$ cat config.mk
export PLATFORM = sky130hd
export DESIGN_NAME = sha256_block_feeder
export DESIGN_NICKNAME = d
export VERILOG_FILES = /design/src/rtl/sha256_pkg.sv /design/src/rtl/sha256_digest_collector.sv /design/src/rtl/sha256_block_feeder.sv
export SDC_FILE = /design/constraint.sdc
export NUM_CORES = 1
export LEC_CHECK = 0
export ABC_AREA = 1
export CAP_MARGIN = 40
export CORE_ASPECT_RATIO = 0.5
export CORE_MARGIN = 10
export CORE_UTILIZATION = 47
export DETAILED_ROUTE_END_ITERATION = 6
export DONT_BUFFER_PORTS = 1
export GPL_TIMING_DRIVEN = 0
export SETUP_SLACK_MARGIN = 0.5
export SYNTH_ARGS = -nofsm -noshare
export SYNTH_HDL_FRONTEND = slang
export SYNTH_SLANG_ARGS = --single-unit
$ cat constraint.sdc
create_clock -name clk -period 2.3 [get_ports clk]
set_input_delay 0.23 -clock clk [delete_from_list [all_inputs] [get_ports clk]]
set_output_delay 0.23 -clock clk [all_outputs]
set_load 0.005 [all_outputs]
$ cat src/rtl/sha256_pkg.sv
// Shared constants, FSM state encoding and the padding rule for the SHA-256
// single-block feeder.
package sha256_pkg;

  localparam int BLOCK_BYTES    = 64;
  localparam int MAX_MSG_BYTES  = 55;
  localparam int LEN_HI_IDX     = 62;
  localparam logic [7:0] PAD_BYTE = 8'h80;
  localparam int DIGEST_NIBBLES = 64;

  typedef enum logic [2:0] {
    ST_IDLE      = 3'd0,
    ST_LOAD      = 3'd1,
    ST_DROP      = 3'd2,
    ST_WAIT_CORE = 3'd3,
    ST_SEND      = 3'd4,
    ST_COLLECT   = 3'd5
  } feeder_state_e;

  // Byte idx of the padded block for a message of msg_len bytes (1..55).
  function automatic logic [7:0] pad_byte(input logic [5:0] idx,
                                          input logic [5:0] msg_len,
                                          input logic [7:0] msg_byte);
    logic [8:0] lenbits;
    lenbits = {msg_len, 3'b000};
    if (idx < msg_len) begin
      pad_byte = msg_byte;
    end else if (idx == msg_len) begin
      pad_byte = PAD_BYTE;
    end else if (idx == 6'(LEN_HI_IDX)) begin
      pad_byte = {7'b0000000, lenbits[8]};
    end else if (idx == 6'(LEN_HI_IDX + 1)) begin
      pad_byte = lenbits[7:0];
    end else begin
      pad_byte = 8'h00;
    end
  endfunction

endpackage

$ cat src/rtl/sha256_digest_collector.sv
// Assembles the core's MSB-first digest nibbles into a 256-bit word and
// pulses done in the cycle after the last nibble.
module sha256_digest_collector
  import sha256_pkg::*;
(
  input  logic         clk,
  input  logic         clear,
  input  logic         core_out_en,
  input  logic [3:0]   core_digest_nib,
  output logic [255:0] digest,
  output logic         done
);

  logic [255:0] shift_q;
  logic [6:0]   cnt_q;
  logic         done_q;

  // Shift register, nibble counter and completion pulse.
  always_ff @(posedge clk) begin
    if (clear) begin
      shift_q <= 256'd0;
      cnt_q   <= 7'd0;
      done_q  <= 1'b0;
    end else begin
      done_q <= 1'b0;
      if (core_out_en) begin
        shift_q <= {shift_q[251:0], core_digest_nib};
        if (cnt_q == 7'(DIGEST_NIBBLES - 1)) begin
          cnt_q  <= 7'd0;
          done_q <= 1'b1;
        end else begin
          cnt_q <= cnt_q + 7'd1;
        end
      end else begin
        cnt_q <= cnt_q;
      end
    end
  end

  assign digest = shift_q;
  assign done   = done_q;

endmodule

$ cat src/rtl/sha256_block_feeder.sv
// Buffers a 1..55 byte message, streams it to the SHA-256 core as one padded
// block, then gathers the returned digest.
module sha256_block_feeder
  import sha256_pkg::*;
(
  input  logic         clk,
  input  logic         reset,
  input  logic [7:0]   in_data,
  input  logic         in_valid,
  input  logic         in_last,
  output logic         in_ready,
  input  logic         core_busy,
  input  logic         core_out_en,
  input  logic [3:0]   core_digest_nib,
  output logic         first_block,
  output logic         last_block,
  output logic [7:0]   blk_data,
  output logic [255:0] digest,
  output logic         digest_valid,
  output logic         err
);

  feeder_state_e state_q;
  logic [5:0]    len_q;
  logic [5:0]    idx_q;
  logic [7:0]    buf_q [MAX_MSG_BYTES];
  logic          first_block_q;
  logic          last_block_q;
  logic [7:0]    blk_data_q;
  logic          err_q;

  logic          accept_s;
  logic          loading_s;
  logic [7:0]    msg_byte_s;
  logic          collect_en_s;
  logic          done_s;

  // Ready is held low during reset and whenever a message is being hashed.
  always_comb begin
    if (reset) begin
      in_ready = 1'b0;
    end else if (state_q == ST_IDLE || state_q == ST_LOAD || state_q == ST_DROP) begin
      in_ready = 1'b1;
    end else begin
      in_ready = 1'b0;
    end
  end

  assign accept_s  = in_valid && in_ready;
  assign loading_s = (state_q == ST_IDLE || state_q == ST_LOAD) && (len_q < 6'(MAX_MSG_BYTES));

  // Message buffer; beyond the stored length the contents are never read.
  always_ff @(posedge clk) begin
    if (accept_s && loading_s) begin
      buf_q[len_q] <= in_data;
    end
  end

  // Buffer lookup guarded so padding indices never address past the array.
  always_comb begin
    if (idx_q < 6'(MAX_MSG_BYTES)) begin
      msg_byte_s = buf_q[idx_q];
    end else begin
      msg_byte_s = 8'h00;
    end
  end

  // Main control FSM with registered strobes and block data.
  always_ff @(posedge clk) begin
    if (reset) begin
      state_q       <= ST_IDLE;
      len_q         <= 6'd0;
      idx_q         <= 6'd0;
      first_block_q <= 1'b0;
      last_block_q  <= 1'b0;
      blk_data_q    <= 8'h00;
      err_q         <= 1'b0;
    end else begin
      first_block_q <= 1'b0;
      last_block_q  <= 1'b0;
      blk_data_q    <= 8'h00;
      err_q         <= 1'b0;
      case (state_q)
        ST_IDLE, ST_LOAD: begin
          if (accept_s) begin
            if (len_q == 6'(MAX_MSG_BYTES)) begin
              err_q   <= 1'b1;
              len_q   <= 6'd0;
              state_q <= in_last ? ST_IDLE : ST_DROP;
            end else if (in_last) begin
              len_q   <= len_q + 6'd1;
              state_q <= ST_WAIT_CORE;
            end else begin
              len_q   <= len_q + 6'd1;
              state_q <= ST_LOAD;
            end
          end
        end
        ST_DROP: begin
          if (accept_s && in_last) begin
            state_q <= ST_IDLE;
          end
        end
        ST_WAIT_CORE: begin
          if (!core_busy) begin
            first_block_q <= 1'b1;
            idx_q         <= 6'd0;
            state_q       <= ST_SEND;
          end
        end
        ST_SEND: begin
          blk_data_q   <= pad_byte(idx_q, len_q, msg_byte_s);
          last_block_q <= (idx_q == 6'd0);
          idx_q        <= idx_q + 6'd1;
          if (idx_q == 6'(BLOCK_BYTES - 1)) begin
            state_q <= ST_COLLECT;
          end
        end
        ST_COLLECT: begin
          if (done_s) begin
            len_q   <= 6'd0;
            state_q <= ST_IDLE;
          end
        end
        default: begin
          state_q <= ST_IDLE;
        end
      endcase
    end
  end

  // Nibbles only count while collecting, and not in the completion cycle.
  assign collect_en_s = core_out_en && (state_q == ST_COLLECT) && !done_s;

  sha256_digest_collector u_collector (
    .clk             (clk),
    .clear           (reset),
    .core_out_en     (collect_en_s),
    .core_digest_nib (core_digest_nib),
    .digest          (digest),
    .done            (done_s)
  );

  assign first_block  = first_block_q;
  assign last_block   = last_block_q;
  assign blk_data     = blk_data_q;
  assign digest_valid = done_s;
  assign err          = err_q;

endmodule

# == Yosys cells after proc, flatten, opt, wreduce, memory -nomap -nowiden ==
# Memories as Yosys holds them, arrays and structs flattened. A register that Yosys moved wholly into a read port is not among the register bits.
# Cells that the tools add are included.
# Widths: inputs -> output; s select.
# word_totals
inputBits,18
word_cells,88
latch_bits,0
out_inout_bits,269
register_bits,290
memories,1
mem_bits_rw,440
romBits,0
# classes
multipliers,0
n_div,0
n_eq_ne,15
order_cmp,3
addsub,3
mux,30
reduce_logical,21
shifts,0
bitwise,5
# mem_list
memory,depth,width,rd,rd_ports_with_merged_regs,wr,line_no,source
buf_q,55,8,1,1,1,sha256_block_feeder.sv:26,logic [7:0] buf_q [MAX_MSG_BYTES];
# op_table
operator,count
$mux 8,5
$mux 6,6
$pmux 6 s2,2
$eq 6x6->1 const B,3
$mux 3,5
$pmux 3 s5,1
$add 6x1->6 const B,2
$lt 6x6->1 const B,2
$reduce_or 2->1,4
$add 7x1->7 const B,1
$eq 7x6->1 const B,1
$mux 1,7
$mux 7,1
$eq 3x2->1 const B,2
$eq 3x3->1 const B,2
$eq 6x6->1,1
$logic_and 1x1->1,6
$logic_not 6->1,1
$lt 6x6->1,1
$mux 2,3
$ne 2x2->1 const B,3
$not 1->1,5
$reduce_and 5->1,1
$ne 2x1->1 const B,2
other kinds (8),10

# == Depth between registers and ports, before layout ==
# Gate-level depths: netlist of run 1.
# logic_depth
depth_word,9
depth_mapped,14
mapped_depth_nobuf,11

# == Hierarchy ==
# Synthesis of run 1 repeated with hierarchy kept, for this count alone.
# hier_totals
cells_unflattened,2888
area_unflattened_um2,28637.5
# modules_own_cells
module,n_inst,area_per_inst_um2,seq_area_each_um2,cells_per_inst
sha256_block_feeder,1,19423.6,13853.3,1730
sha256_digest_collector,1,9213.8,5285.1,1158

# == Worst setup path before layout of run 1 ==
# OpenSTA, ideal clock, no wires.
# synth_timing
path_type,register -> register
startpoint,reg len_q[0]
endpoint,mem buf_q[16][0] (enable)
t_arrival_ns,1.700
t_required_ns,1.929
path_stages_with_launch,7
setup_ns,0.371
synth_period_minus_slack_ns,2.071
path_buffers,0
slack_ns,0.229
path_cell_list,dfxtp_1 -> ha_1 -> nand2_1 -> a21oi_1 -> nor3_4 -> nand4_1 -> nor2_1
# synth_via
elab_chain_cells,5
# synth_lines
element,line_no,source
"start, declared",sha256_block_feeder.sv:24,logic [5:0] len_q;
"start signal, assigned",sha256_block_feeder.sv:91,len_q <= len_q + 6'd1;
"start signal, assigned",sha256_block_feeder.sv:94,len_q <= len_q + 6'd1;
$lt 6x6->1,sha256_block_feeder.sv:50,assign loading_s = (state_q == ST_IDLE || state_q == ST_LOAD) && (len_q < 6'(MAX_MSG_BYTES));
$logic_and 1x1->1,sha256_block_feeder.sv:50,
$logic_and 1x1->1,sha256_block_feeder.sv:54,if (accept_s && loading_s) begin
$mux 1,sha256_block_feeder.sv:54,
$mux 1 (not written as such),sha256_block_feeder.sv:55,buf_q[len_q] <= in_data;
"end, declared",sha256_block_feeder.sv:26,
# Several ways; a longest one is shown, not always the timed one.

==> results of run 1 <==
final cells by class:
class                      instances  area, um^2
buffer                           183        1650
clock buffer                      96        1930
clock inverter                    24         174
fill                            4793       23900
inverter                          44         198
multi-input combinational       1872        9250
sequential                       736       19200
tap                              812        1020
timing repair buffer             167        2270
worst paths after layout:
path | to | startpoint | slack, ns
setup reg to reg | blk_data[4] | register | 0.02
setup / recovery | blk_data[4] | register | 0.02
hold / removal | state_q[2] | reset | 0.03
hold reg to reg | u_collector.cnt_q[6] | u_collector.cnt_q[6] | 0.45
sequential cells by signal (all words and copies together) (netlist names), 3 cells and up, named ones only:
name	cells
blk_data	8
buf_q	440
idx_q	6
len_q	6
state_q	3
u_collector.cnt_q	7
u_collector.digest	256
timing repair:
action / 4_1_cts / 5_1_grt
gates resized for setup: 346 / 309
pin swaps: 58 / 97
setup endpoints to repair: 464 / 685
buffers inserted: 71 / 40
endpoints found under the hold margin: 454 / 3
cloned: 1 / 5
hold buffers: 22 / 3
cell usage in the layout (no fill, tap or decap), types with 5 or more instances in the layout:
master	instances
buf_2	11
buf_16	8
buf_4	70
clkbuf_8	9
ha_4	5
nand3_1	239
nor3_1	11
a21oi_2	8
o21ai_1	55
buf_6	87
clkbuf_2	25
inv_2	7
nor2_2	7
dfxtp_2	8
dlygate4sd3_1	17
inv_1	29
clkbuf_16	76
buf_12	55
clkinv_1	9
nand2_1	420
o211ai_1	9
nand3_2	26
clkinvlp_4	6
nand3_4	13
nand2_2	33
dfxtp_1	284
clkinv_2	9
clkbuf_4	6
ha_1	5
nor2_1	598
nand2_4	7
nor2_4	61
a21oi_1	26
nand4_1	8
edfxtp_1	440
buf_8	26
o22ai_1	29
o21ai_0	284
clkbuf_1	56
worst register-to-register path, delay by kind of cell (launching register included):
kind | cells | cell delay [ns]
AOI/OAI and AO/OA | 1 | 0.21
buffers and inverters | 5 | 0.68
DFF | 1 | 0.35
and+or+nand+nor | 9 | 0.92
stage by stage:
stage / setup WS [ns] / std cells
CTS: 0.251 / 3886
global placement: -0.771 / 3647
floorplan: 0.241 / 2835
detailed placement: -0.574 / 3672
global route: 0.0502 / 3934
finish: 0.0193 / 3934
per-layer routing:
| layer | wire, um | vias up | GRT usage (%) |
|---|---|---|---|
| li1 | - | 10177 | - |
| met1 | 36900 | 10850 | 32.4 |
| met2 | 44900 | 1307 | 41.1 |
| met3 | 12100 | 302 | 8.65 |
| met4 | 4290 | 2 | 9.52 |
| met5 | 64 | - | 0 |
where the power goes:
group          internal, uW  leakage, uW  switching, uW
combinational          1090      0.00538           2230
sequential            14100      0.00635            152
clock                  6090      0.00103           4970
cell families (layout without fill, tap and decap cells):
logic type                 count (synthesis)  after routing  share of synthesized area (%)
AOI/OAI and AO/OA                        427            427                           7.81
xor gates and xnor gates                   4              4                          0.123
adders and majority gates                 11             11                          0.485
buffers and inverters                    227            514                           3.79
DFF                                      736            736                           67.4
and+or+nand+nor                         1430           1430                           20.4
==> reports/results.ini, run 1 <==
[place]
finalWeightedCongestion = 1.04
placed_cell_area_um2 = 29700
hpwlAfterDp_um = 62600
portBuffers = 0

[pwr]
power_density_nw_per_um2 = 804
finalPower_uw = 28700
leakagePower_uw = 0.0128
irDropWorstVdd_mv = 0.540

[timing]
finalHoldViolCount = 0
hold-worst-slack_ns = 0.0269
tightest_slew_ns = 0.758
drv_slew = 0
finClkSkew_ns = 0.0330
rsz0062_at_grt = yes
setup_viol = 0
post-route-period-util_pct = 99.2
setup_tns_ns = 0
relSlewSlack_pct = 49.5
min_period_ns = 2.28
max_freq_ghz = 0.438

[finish]
antenna_cells = 0
synthToLayoutAreaGrowth_pct = 25.5
drive_gt1_share_pct = 18.9
nNetsFinal = 3101
utilization_pct = 59.9
final_design_area_no_fill_um2 = 35700

[global_routing]
grt.total_usage_pct = 25.8
first_global_vias = 20598
antenna_found_initial = 4
overflow = 0
grt_pass1_wl_um = 138000
grt_max_degree = 56

[floorplan]
fp.dieH_um = 194
dieArea_um2 = 71300
die-width_um = 368
row_count = 63
coreArea_um2 = 59500
io_pins = 287
start_util_pct = 47.7

[cts]
cts_buffer_depth = 3
cts_max_level = 3
clk_pin_slew_ns = 0.07
clk_latency_ns = 0.63
numClockSinks = 736
cts_buffers = 68
cts_tree = done
root_buffer = clkbuf_16

[critical_path]
cp.arrival_ns = 2.76
critPathMaxFanout = 8
slowest_delay_ns = 0.35
reg2reg_depth = 15
timing.critical_path.slowest_stage_cell = dfxtp_2
worst_ep_required_time_ns = 2.78
cp.depth = 15
cpMostUsedCell = nand2_1
path_cells = buf_12 -> clkinv_8 -> buf_12 -> buf_4 -> clkbuf_16 -> nand2_1 -> nand3_1 -> nand3_1 -> nand2_2 -> nand2_1 -> nand2_1 -> o21ai_0 -> nand2_1 -> nand3_1 -> nand2_2
critPathTopFamily = simple AND/OR/NAND/NOR gates
crit_buf_inv = 5
cp-start-kind = register
critPathKind = register to register
worst_setup_path_end_kind = register

[synth]
ys_async_sr_fraction_pct = 0
netlist_top_cells_area = edfxtp_1 (47%), dfxtp_1 (21%), nor2_1 (8.8%)
synth.distinct_cells = 34
synthCells = 2835
netlist_area_um2 = 28400
syn-num-nets = 2864
synth_edf_count = 440
synth_commonest_cells = nor2_1 (664), nand2_1 (458), edfxtp_1 (440)
syn-mean-instance-area_um2 = 10.0
synth_ff_type = edfxtp_1
synth_seq_cells = 736
netlist.area_leader.share_pct = 46.5
yosys_warnings = 0
synth_most_common_cell = nor2_1
yosys.area.top_type = edfxtp_1
ys_seq_area_share_pct = 67.4

[detailed_routing]
firstDrtPassIters = 7
wirelength_um = 98300
drc = 0
vias = 22638
vias_per_cell = 5.75
ant_nets = 0
drt_iter0_drc = 2812
post_drt_wl_per_cell_um = 25.0

[min_path]
hold_path.class = primary input to register
worstHoldPathCells = 2

[status]
status = complete, no violations

[job]
drv_cap = 0

Note: power is estimated with default switching activity, not from simulation.
==> run 2: changes to the inputs <==
- ABC_AREA: 1 -> 0
- CORE_MARGIN: 10 -> 1
- RECOVER_POWER: unset -> 50
==> run 2 against run 1 <==
Compared with the run above: the run now ends with setup timing left; global-route usage fell by 1.5 points; register-to-register slack got worse by 0.16 ns; total power fell by 11%; first-iteration DRC count fell by 40%; highest routed layer is now met4; synthesized area fell by 2.5%; flip-flop and latch count did not move; cell area fell by 5.3%; via count fell by 21%.
==> reports/results.ini, run 2 <==
[finish]
synthToLayoutAreaGrowth_pct = 21.9  ; was 25.5%
largest_reg_flops = 440  ; unchanged
multiInputGateArea_um2 = 8730  ; was 9250 um^2
seqCellArea_um2 = 19200  ; about the same
drive_gt1_share_pct = 23.7  ; was 18.9%
antenna_cells = 0  ; unchanged
final_common_cell = nand2_1  ; was nor2_1
largest_register = buf_q  ; unchanged
final_cells = 3166  ; was 3934
fill_cells = 4443  ; was 4793
final_cell_mix = nand2_1 (546), edfxtp_1 (440), dfxtp_1 (287)  ; was nor2_1 (598), edfxtp_1 (440), nand2_1 (420)
nNetsFinal = 2383  ; was 3101

[cts]
cts_buffer_depth = 3  ; unchanged
cts_tree = done  ; unchanged
root_buffer = clkbuf_16  ; unchanged
clk_pin_slew_ns = 0.06  ; was 0.07 ns
clk_latency_ns = 0.61  ; was 0.63 ns
cts_max_level = 3  ; unchanged
numClockSinks = 736  ; unchanged
cts_buffers = 66  ; was 68

[synth]
netlist_top_cells_area = edfxtp_1 (48%), dfxtp_1 (21%), mux4_2 (8.7%)  ; was edfxtp_1 (47%), dfxtp_1 (21%), nor2_1 (8.8%)
ys_seq_area_share_pct = 69.1  ; was 67.4%
yosys_warnings = 0  ; unchanged
synth_seq_cells = 736  ; unchanged
syn-num-nets = 2162  ; was 2864
syn-mean-instance-area_um2 = 13.0  ; was 10.0 um^2
synth_commonest_cells = nand2_1 (550), edfxtp_1 (440), dfxtp_1 (296)  ; was nor2_1 (664), nand2_1 (458), edfxtp_1 (440)
synth_most_common_cell = nand2_1  ; was nor2_1
ys_async_sr_fraction_pct = 0  ; unchanged
synth_edf_count = 440  ; unchanged
netlist.area_leader.share_pct = 47.7  ; was 46.5%
synthCells = 2133  ; was 2835
netlist_area_um2 = 27700  ; was 28400 um^2
yosys.area.top_type = edfxtp_1  ; unchanged
synth_ff_type = edfxtp_1  ; unchanged
synth.distinct_cells = 62  ; was 34

[pwr]
power_density_nw_per_um2 = 753  ; was 804 nW/um^2
p_int_uw = 20100  ; was 21300 uW
irDropWorstVdd_mv = 0.433  ; was 0.540 mV
p_sw_uw = 5280  ; was 7350 uW
power_frac_seq_pct = 55.0  ; was 49.8%
finalPower_uw = 25400  ; was 28700 uW
p_comb_share_pct = 2.6  ; was 11.6%
switching_share_pct = 20.8  ; was 25.6%
leakagePower_uw = 0.0107  ; was 0.0128 uW
pwr-share-clk_pct = 42.4  ; was 38.6%

[timing]
max_freq_ghz = 0.410  ; was 0.438 GHz
finalHoldViolCount = 0  ; unchanged
setup_viol = 8  ; was 0
relSlewSlack_pct = 12.8  ; was 49.5%
setup_ws_ns = -0.140  ; was 0.0193 ns
min_period_ns = 2.44  ; was 2.28 ns
finClkSkew_ns = 0.0265  ; was 0.0330 ns
rsz0062_at_grt = yes  ; unchanged
tightest_slew_ns = 1.31  ; was 0.758 ns
setup_tns_ns = -0.738  ; was 0 ns
drv_slew = 0  ; unchanged
post-route-period-util_pct = 106  ; was 99.2%

[floorplan]
row_count = 62  ; was 63
io_pins = 287  ; unchanged
coreArea_um2 = 57800  ; was 59500 um^2
die-width_um = 345  ; was 368 um
start_util_pct = 47.9  ; was 47.7%
dieArea_um2 = 60000  ; was 71300 um^2
fp.dieH_um = 174  ; was 194 um

[global_routing]
grt.total_usage_pct = 24.3  ; was 25.8%
antenna_found_initial = 0  ; was 4
grt_max_degree = 56  ; unchanged
first_global_vias = 17282  ; was 20598
grt_pass1_wl_um = 109000  ; was 138000 um
overflow = 0  ; unchanged

[critical_path]
critPathTopFamily = multiplexers  ; was simple AND/OR/NAND/NOR gates
cp-start-kind = register  ; unchanged
critPathMaxFanout = 5  ; was 8
path_cells = buf_12 -> buf_12 -> buf_4 -> mux4_2 -> mux4_2 -> a32o_2 -> a31o_4  ; was buf_12 -> clkinv_8 -> buf_12 -> buf_4 -> clkbuf_16 -> nand2_1 -> nand3_1 -> nand3_1 -> nand2_2 -> nand2_1 -> nand2_1 -> o21ai_0 -> nand2_1 -> nand3_1 -> nand2_2
critPathKind = register to register  ; unchanged
timing.critical_path.slowest_stage_cell = mux4_2  ; was dfxtp_2
crit_buf_inv = 3  ; was 5
r2r_slack_ns = -0.14  ; was 0.02 ns
slowest_delay_ns = 0.54  ; was 0.35 ns
worst_setup_path_end_kind = register  ; unchanged
cp.arrival_ns = 2.94  ; was 2.76 ns
worst_ep_required_time_ns = 2.80  ; was 2.78 ns

[detailed_routing]
drt_iter0_drc = 1690  ; was 2812
firstDrtPassIters = 5  ; was 7
vias_per_cell = 5.64  ; was 5.75
drc = 0  ; unchanged
ant_nets = 0  ; unchanged
vias = 17844  ; was 22638
post_drt_wl_per_cell_um = 23.2  ; was 25.0 um
wirelength_um = 73500  ; was 98300 um

[place]
hpwlAfterDp_um = 47200  ; was 62600 um
portBuffers = 0  ; unchanged
dp_cells = 2914  ; was 3672
finalWeightedCongestion = 0.856  ; was 1.04

[status]
violations = setup timing
status = complete, but fails checks  ; was complete, no violations

[job]
drv_cap = 0  ; unchanged

[min_path]
hold_path.class = primary input to register  ; unchanged

==> run 2: changes by cell type in the layout (fill, tap and decap cells not counted), moves of 50 or more <==
cell,previous run,this run
a21oi_1,26,280
nor2_1,598,26
nand3_1,239,12
nand2_1,420,546
o21ai_0,284,9
mux4_2,0,107
buf_6,87,37
==> run 2: stage by stage <==
stage               worst slack (ns)  cell area [um^2]  utilization [%]  hold WS [ns]
floorplan                      0.222             27900                -         0.309
global placement              -0.945             28900             50.0         0.315
CTS                           -0.148             33400             57.7       0.00171
finish                        -0.140             33800             58.4        0.0626
global route                  -0.148             33800             58.4        0.0772
detailed placement            -0.963             29000             50.2         0.315
==> run 2: metal layers <==
metal	global-route usage [%]	routed length [um]
met5	0	0
met4	8.30	2150
met3	6.77	6350
met2	40.1	35900
met1	30.9	29200
==> run 2: worst paths after layout <==
kind                   startpoint  cells past startpoint               end
max                      register                      7       blk_data[1]
min                     core_busy                      3        state_q[1]
max reg2reg              register                      7       blk_data[1]
min reg2reg  u_collector.cnt_q[6]                      1  u_collector.done
==> run 2: kinds of logic after synthesis <==
| logic type | Yosys count | share of synthesized area (%) |
|---|---|---|
| buffers and inverters | 149 | 2.52 |
| xor gates and xnor gates | 9 | 0.284 |
| AOI/OAI and AO/OA | 348 | 6.81 |
| DFF | 736 | 69.1 |
| adders and majority gates | 11 | 0.497 |
| muxes | 143 | 10.0 |
| and+or+nand+nor | 737 | 10.8 |
==> run 2: final cells by class <==
class	count	share of cell area, %
Inverter	13	0.170
Tap cell	768	2.85
Multi-Input combinational cell	1248	25.8
Buffer	136	3.07
Sequential cell	736	56.7
Timing Repair Buffer	153	5.23
Clock buffer	96	5.61
Clock inverter	16	0.504
==> run 2: worst register-to-register path, stage by stage, from the launching register on <==
cell and delay [ns]:
dfxtp_2 0.36, buf_12 0.14, buf_12 0.14, buf_4 0.16
mux4_2 0.49, mux4_2 0.54, a32o_2 0.29, a31o_4 0.24
==> run 2: timing repair <==
item	in CTS	in global routing
buffers inserted	90	26
pin swaps	67	39
hold buffers	23	0
resized for setup	251	92
setup endpoints to repair	727	733
cloned	0	1
hold endpoints to repair	449	0
==> run 2: power groups by stage <==
stage          sequential [uW]  clock (uW)  combinational, uW
2_1_floorplan            14300           0                255
6_report                 14000       10800                659
3_5_place_dp             14300           0                366
4_1_cts                  14000       11000                643
5_1_grt                  14000       11500                701
3_3_place_gp             14300           0                366
